==> config.mk <==
export PLATFORM = sky130hd
export DESIGN_NAME = mod_n_counter
export DESIGN_NICKNAME = d
export VERILOG_FILES = /design/src/rtl/mod_n_counter.sv
export SDC_FILE = /design/constraint.sdc
export NUM_CORES = 1
export LEC_CHECK = 0
export BUFFER_PORTS_ARGS = -buffer_cell sky130_fd_sc_hd__buf_2
export CORE_MARGIN = 4
export CORE_UTILIZATION = 51
export DETAILED_ROUTE_END_ITERATION = 10
export PLACE_DENSITY = 0.84
export SYNTH_ARGS = -nofsm -noshare
export SYNTH_HDL_FRONTEND = slang
export SYNTH_SLANG_ARGS = --single-unit
==> constraint.sdc <==
create_clock -name clk -period 2.2 [get_ports clk]
set_input_delay 0.11 -clock clk [delete_from_list [all_inputs] [get_ports clk]]
set_output_delay 0.11 -clock clk [all_outputs]
set_load 0.01 [all_outputs]
==> src/rtl/mod_n_counter.sv <==
// Modulo-N up/down counter digit with preset load, wrap/saturate mode and cascade carry.
// Optional registered 3-digit BCD view of the count when BCD_OUT_EN is defined.
module mod_n_counter #(
    parameter int WIDTH   = 8,
    parameter int MODULUS = 100,
    parameter bit WRAP    = 1'b1
) (
    input  logic             clk,
    input  logic             rst_n,
    input  logic             clr,
    input  logic             en,
    input  logic             up_dn,
    input  logic             load,
    input  logic [WIDTH-1:0] load_val,
    output logic [WIDTH-1:0] count,
    output logic             carry,
    output logic             at_max,
    output logic             at_min,
    output logic             load_err
`ifdef BCD_OUT_EN
    ,
    output logic [11:0]      bcd
`endif
);

    localparam logic [WIDTH-1:0] MAX_VAL = WIDTH'(MODULUS - 1);
    // One extra bit so MODULUS == 2**WIDTH still compares correctly.
    localparam logic [WIDTH:0]   MOD_X   = (WIDTH + 1)'(MODULUS);

    if (MODULUS < 2 || (WIDTH < 31 && (1 << WIDTH) < MODULUS)) begin : g_bad_param
        $error("mod_n_counter: illegal WIDTH/MODULUS combination");
    end

    logic [WIDTH-1:0] count_q, count_d;
    logic             load_err_q, load_err_d;
    logic             step;

    assign at_max = (count_q == MAX_VAL);
    assign at_min = (count_q == '0);
    assign step   = en & ~clr & ~load;
    assign carry  = step & (up_dn ? at_max : at_min);

    // Increment/decrement only happen away from the terminal value, so no overflow.
    always_comb begin
        count_d    = count_q;
        load_err_d = 1'b0;
        if (clr) begin
            count_d = '0;
        end else if (load) begin
            if ({1'b0, load_val} < MOD_X) begin
                count_d = load_val;
            end else begin
                count_d    = MAX_VAL;
                load_err_d = 1'b1;
            end
        end else if (en) begin
            if (up_dn) begin
                if (at_max) count_d = WRAP ? '0 : count_q;
                else        count_d = count_q + 1'b1;
            end else begin
                if (at_min) count_d = WRAP ? MAX_VAL : count_q;
                else        count_d = count_q - 1'b1;
            end
        end
    end

    always_ff @(posedge clk or negedge rst_n) begin
        if (!rst_n) begin
            count_q    <= '0;
            load_err_q <= 1'b0;
        end else begin
            count_q    <= count_d;
            load_err_q <= load_err_d;
        end
    end

    assign count    = count_q;
    assign load_err = load_err_q;

`ifdef BCD_OUT_EN
    if (MODULUS > 1000) begin : g_bad_bcd
        $error("mod_n_counter: BCD_OUT_EN requires MODULUS <= 1000");
    end

    function automatic logic [11:0] to_bcd(input logic [WIDTH-1:0] v);
        int n;
        n = int'(v);
        return {4'((n / 100) % 10), 4'((n / 10) % 10), 4'(n % 10)};
    endfunction

    logic [11:0] bcd_q;

    // Converted from the next count so bcd and count change on the same edge.
    always_ff @(posedge clk or negedge rst_n) begin
        if (!rst_n) bcd_q <= 12'h000;
        else        bcd_q <= to_bcd(count_d);
    end

    assign bcd = bcd_q;
`endif

endmodule
# Word level (Yosys, flattened, before mapping)
# Cells that the tools add are included.
[word_totals] ff_bits=9 input_bits=14 out_inout_bits=12 word_cells=24
[op_classes] add_sub_neg=2 n_lt_le_gt_ge=1 n_eq_ne=1 mux=11 bitwise_logic=5 n_reduce_logical=2
[op_table] op="8-bit two-way mux" n=7
[op_table] op="8-bit by 1-bit adder with 8-bit output, second input constant" n=1
[op_table] op="8-bit by 7-bit equality test with 1-bit output, second input constant" n=1
[op_table] op="8-bit logical NOT" n=1
[op_table] op="8-bit by 7-bit < comparator with 1-bit output, second input constant" n=1
[op_table] op="8-bit by 1-bit subtractor with 8-bit output, second input constant" n=1
[op_table] op="1-bit two-way mux" n=4
[op_table] op="1-bit bitwise AND" n=3
[op_table] op="3-bit nonzero test" n=1
[op_table] op="1-bit NOT" n=2

# Longest topological paths before layout
[logic_depth] ltp_word=6 depth_mapped=7 ltp_nobuf=6

# Worst setup path after synthesis
# Ideal clock, no wire load.
[synth_timing] kind="flip-flop to output port" start="register count_q[0], in the netlist count[0]" end="output carry" arrival_time_ns=1.996 t_required_ns=2.090 setup_slack_ns=0.094 path_stages_with_launch=8 path_buffers=1 cell_sequence="dfrtp_1 > clkbuf_1 > inv_1 > ha_1 > or3b_2 > or3_1 > a21oi_1 > and3_1"
[synth_between] elab_chain_cells=3
[synth_lines] element="from (decl)" line_no="34" text="logic [WIDTH-1:0] count_q, count_d;"
[synth_lines] element="from (signal assigned)" line_no="72" text="count_q <= count_d;"
[synth_lines] element="8-bit by 7-bit equality test with 1-bit output / 8-bit logical NOT (equally long branches)" line_no="38, 39"
[synth_lines] element="1-bit two-way mux (*)" line_no="41" text="assign carry = step & (up_dn ? at_max : at_min);"
[synth_lines] element="1-bit bitwise AND (*)" line_no="41"
[synth_lines] element="to (decl)" line_no="16" text="output logic carry,"
# Mark *: on every way between the ends. The rest lies on a longest branch, timed or not.

# Final worst setup path
[layout_timing] start="register count_q[1], in the netlist count[1]" end="output carry"
# Same word-level chain as after synthesis.

==> summary.md <==
| Metric | Value |
|---|---|
| Outcome | `complete, no violations` |
| Per-cell routed wire length | `17.0 um` |
| CP Capture Type | `primary output` |
| Port bufs | `25` |
| First-pass GRT wire length | `4.61 mm` |
| Start of the worst register-to-register path | `count[0]` |
| Die Area | `2620 um2` |
| Vias in the first global route | `1056` |
| Clk slew on worst S/H paths | `0.07 ns` |
| Total GRT Usage | `22.6%` |
| Top_reg_cell synth | `dfrtp_1` |
| Starting Density | `54.5%` |
| Hold/Removal Path Class | `input port to flop` |
| Placed inst area | `1100 um2` |
| CTS Buffer Depth | `2` |
| Most frequent cells in the layout | `buf_2 (25), buf_4 (10), nor3_1 (9), a21oi_1 (9), dfrtp_1 (9)` |
| Clock sink total | `9` |
| Initial antenna violation count | `0` |
| Maxcap violations | `0` |
| R2R Setup Slk | `0.27 ns` |
| Syn_area_per_cell | `7.73 um2` |
| Crit path DAT | `2.07 ns` |
| Largest net degree at the start of global routing | `21` |
| WP data required | `2.09 ns` |
| Post-Syn Area | `951 um2` |
| PwrDens | `517 nW/um2` |
| Worst Min Path Start | `clr` |
| Crit Path Max Fanout | `3` |
| Tot Pwr | `0.615 mW` |
| Worst-margin pin slew | `0.541 ns` |
| Warnings from Yosys | `0` |
| DP HPWL | `2.10 mm` |
| Die Y | `51.2 um` |
| Ant. Diodes | `0` |
| Crit path time final | `2.18 ns` |
| Worst rel slew slack | `63.0%` |
| Fin crit share | `99.2%` |
| Clk_lat worst skew | `0.26 ns` |
| Pleak | `0.504 nW` |
| CTS tree | `built` |
| Peak supply drop | `0.373 mV` |
| Max Clk Rate | `458 MHz` |
| Synth cell types | `41` |
| Core area | `1750 um2` |
| Worst hold stages | `2` |
| Layout area overhead | `25.1%` |
| CTS Buf Count | `3` |
| Worst Skew | `0.000632 ns` |
| # rows | `15` |
| Drt first-iter violations | `80` |
| Clock Tree Root | `clkbuf_4` |
| Final nets | `171` |
| DRT antenna net count | `0` |
| IO Count | `26` |
| Kind of critical path | `flop to primary output` |
| Seq cells post-synth | `9` |
| Hold Vio Cnt, Final | `0` |
| Share of layout cells above drive strength 1 | `31.4%` |
| Most common cell after layout, fill and taps aside | `buf_2` |
| Drt total wl | `3.02 mm` |
| DR vias | `1200` |
| Pre-antenna DRT Iters | `5` |
| Final Setup Violations | `0` |
| Post-Syn Instances | `123` |
| Final instance area | `1190 um2` |
| Die Wd | `51.2 um` |
| RR Endpoint | `count[0]` |
| Congestion Overflow GR | `0` |
| RSZ-0062 raised after global routing | `yes` |
| Syn Nets | `140` |
| Post-synth EDFFs | `0` |
| Slew Viols, Final | `0` |
| WHS Endpoint | `load_err` |
| R2R depth | `6` |
| Setup_tns | `0 ns` |
| Crit start category | `flop` |
| DRC viols | `0` |
| Register area share after synthesis | `23.7%` |
| H-tree levels | `1` |
| Via/cell ratio | `6.74` |
| GP Congestion | `0.959` |
| Ys async rst share | `100%` |
| Final core occ | `68.2%` |
[report_power, final]
part,internal (mW),switching [mW]
Clock,0.0701,0.0641
Sequential,0.179,0.0251
Combinational,0.121,0.155
[through the flow]
stage / std cells / setup slack, ns / hold WS (ns)
floorplan: 123 / 0.0944 / -0.186
global placement: 168 / 0.257 / -0.0324
detailed placement: 168 / 0.175 / -0.0243
CTS: 173 / 0.0397 / 0.118
global route: 178 / -0.0412 / 0.124
finish: 178 / 0.0171 / 0.112
[worst max path at each step]
stage               slack [ns]  cells past startpoint     to  startpoint
global placement          0.26                      7  carry    count[1]
CTS                       0.04                      7  carry    count[1]
floorplan                 0.09                      7  carry    count[0]
global route             -0.04                      7  carry    count[0]
finish                    0.02                      7  carry    count[1]
detailed placement        0.17                      7  carry    count[1]
[Yosys cell counts, types with 2 or more instances]
| library cell | n | area (um2) |
|---|---|---|
| ha_1 | 3 | 37.5 |
| nor2_1 | 6 | 22.5 |
| nor3_1 | 9 | 45.0 |
| a21oi_1 | 10 | 50.1 |
| buf_2 | 2 | 10.0 |
| nor3b_1 | 2 | 15.0 |
| clkbuf_1 | 7 | 26.3 |
| nand3_1 | 3 | 15.0 |
| xnor2_1 | 3 | 26.3 |
| o41ai_1 | 2 | 17.5 |
| nand2b_1 | 3 | 18.8 |
| o211ai_1 | 5 | 37.5 |
| or3_1 | 4 | 25.0 |
| and3_1 | 2 | 12.5 |
| o22ai_1 | 3 | 18.8 |
| inv_1 | 7 | 26.3 |
| dfrtp_1 | 9 | 225 |
| a31o_2 | 2 | 17.5 |
| a211oi_1 | 2 | 15.0 |
| nand4_1 | 2 | 12.5 |
| nand2_1 | 8 | 30.0 |
| o21ai_0 | 7 | 35.0 |
| nor4_1 | 2 | 12.5 |
| a221o_1 | 2 | 20.0 |
| a2111oi_0 | 2 | 17.5 |
[state kept, by name, indices dropped and copies added, names as in the netlist]
register and flops:
count 8, load_err 1
[cells by family after synthesis]
logic type / after synthesis / synth area share (%)
AO/OA/AOI/OAI: 44 / 32.8
XOR/XNOR: 4 / 3.68
adder cells (fa/ha/maj): 3 / 3.95
buffers and inverters: 17 / 7.76
flip-flops: 9 / 23.7
AND/OR/NAND/NOR: 46 / 28.2
[worst max-delay path: stages, from the launching register on]
cell	delay (ns)
dfrtp_1	0.40
inv_2	0.10
ha_4	0.13
or3b_4	0.38
or3_1	0.37
a21oi_2	0.16
and3_1	0.15
buf_2	0.12
[timing repair]
item / in CTS / in global routing
gates resized for setup: 3 / 3
pin swaps: 0 / 3
hold buffers: 1 / 0
endpoints found under the hold margin: 9 / 0
endpoints found under the setup margin: 1 / 1
buffers inserted: 0 / 5
[area by class of cell]
class	count	area, um2
clock buffer	4	26.3
tap	25	31.3
fill	149	556
timing repair buffer	36	210
inverter	7	26.3
multi-input combinational	97	671
sequential	9	225
[metal layers]
layer,track usage [%],wire [um]
met5,0,0
met3,0.875,267
met1,29.7,1150
met4,8.97,115
met2,38.8,1490
No activity file was read; power rests on OpenSTA's default activity.
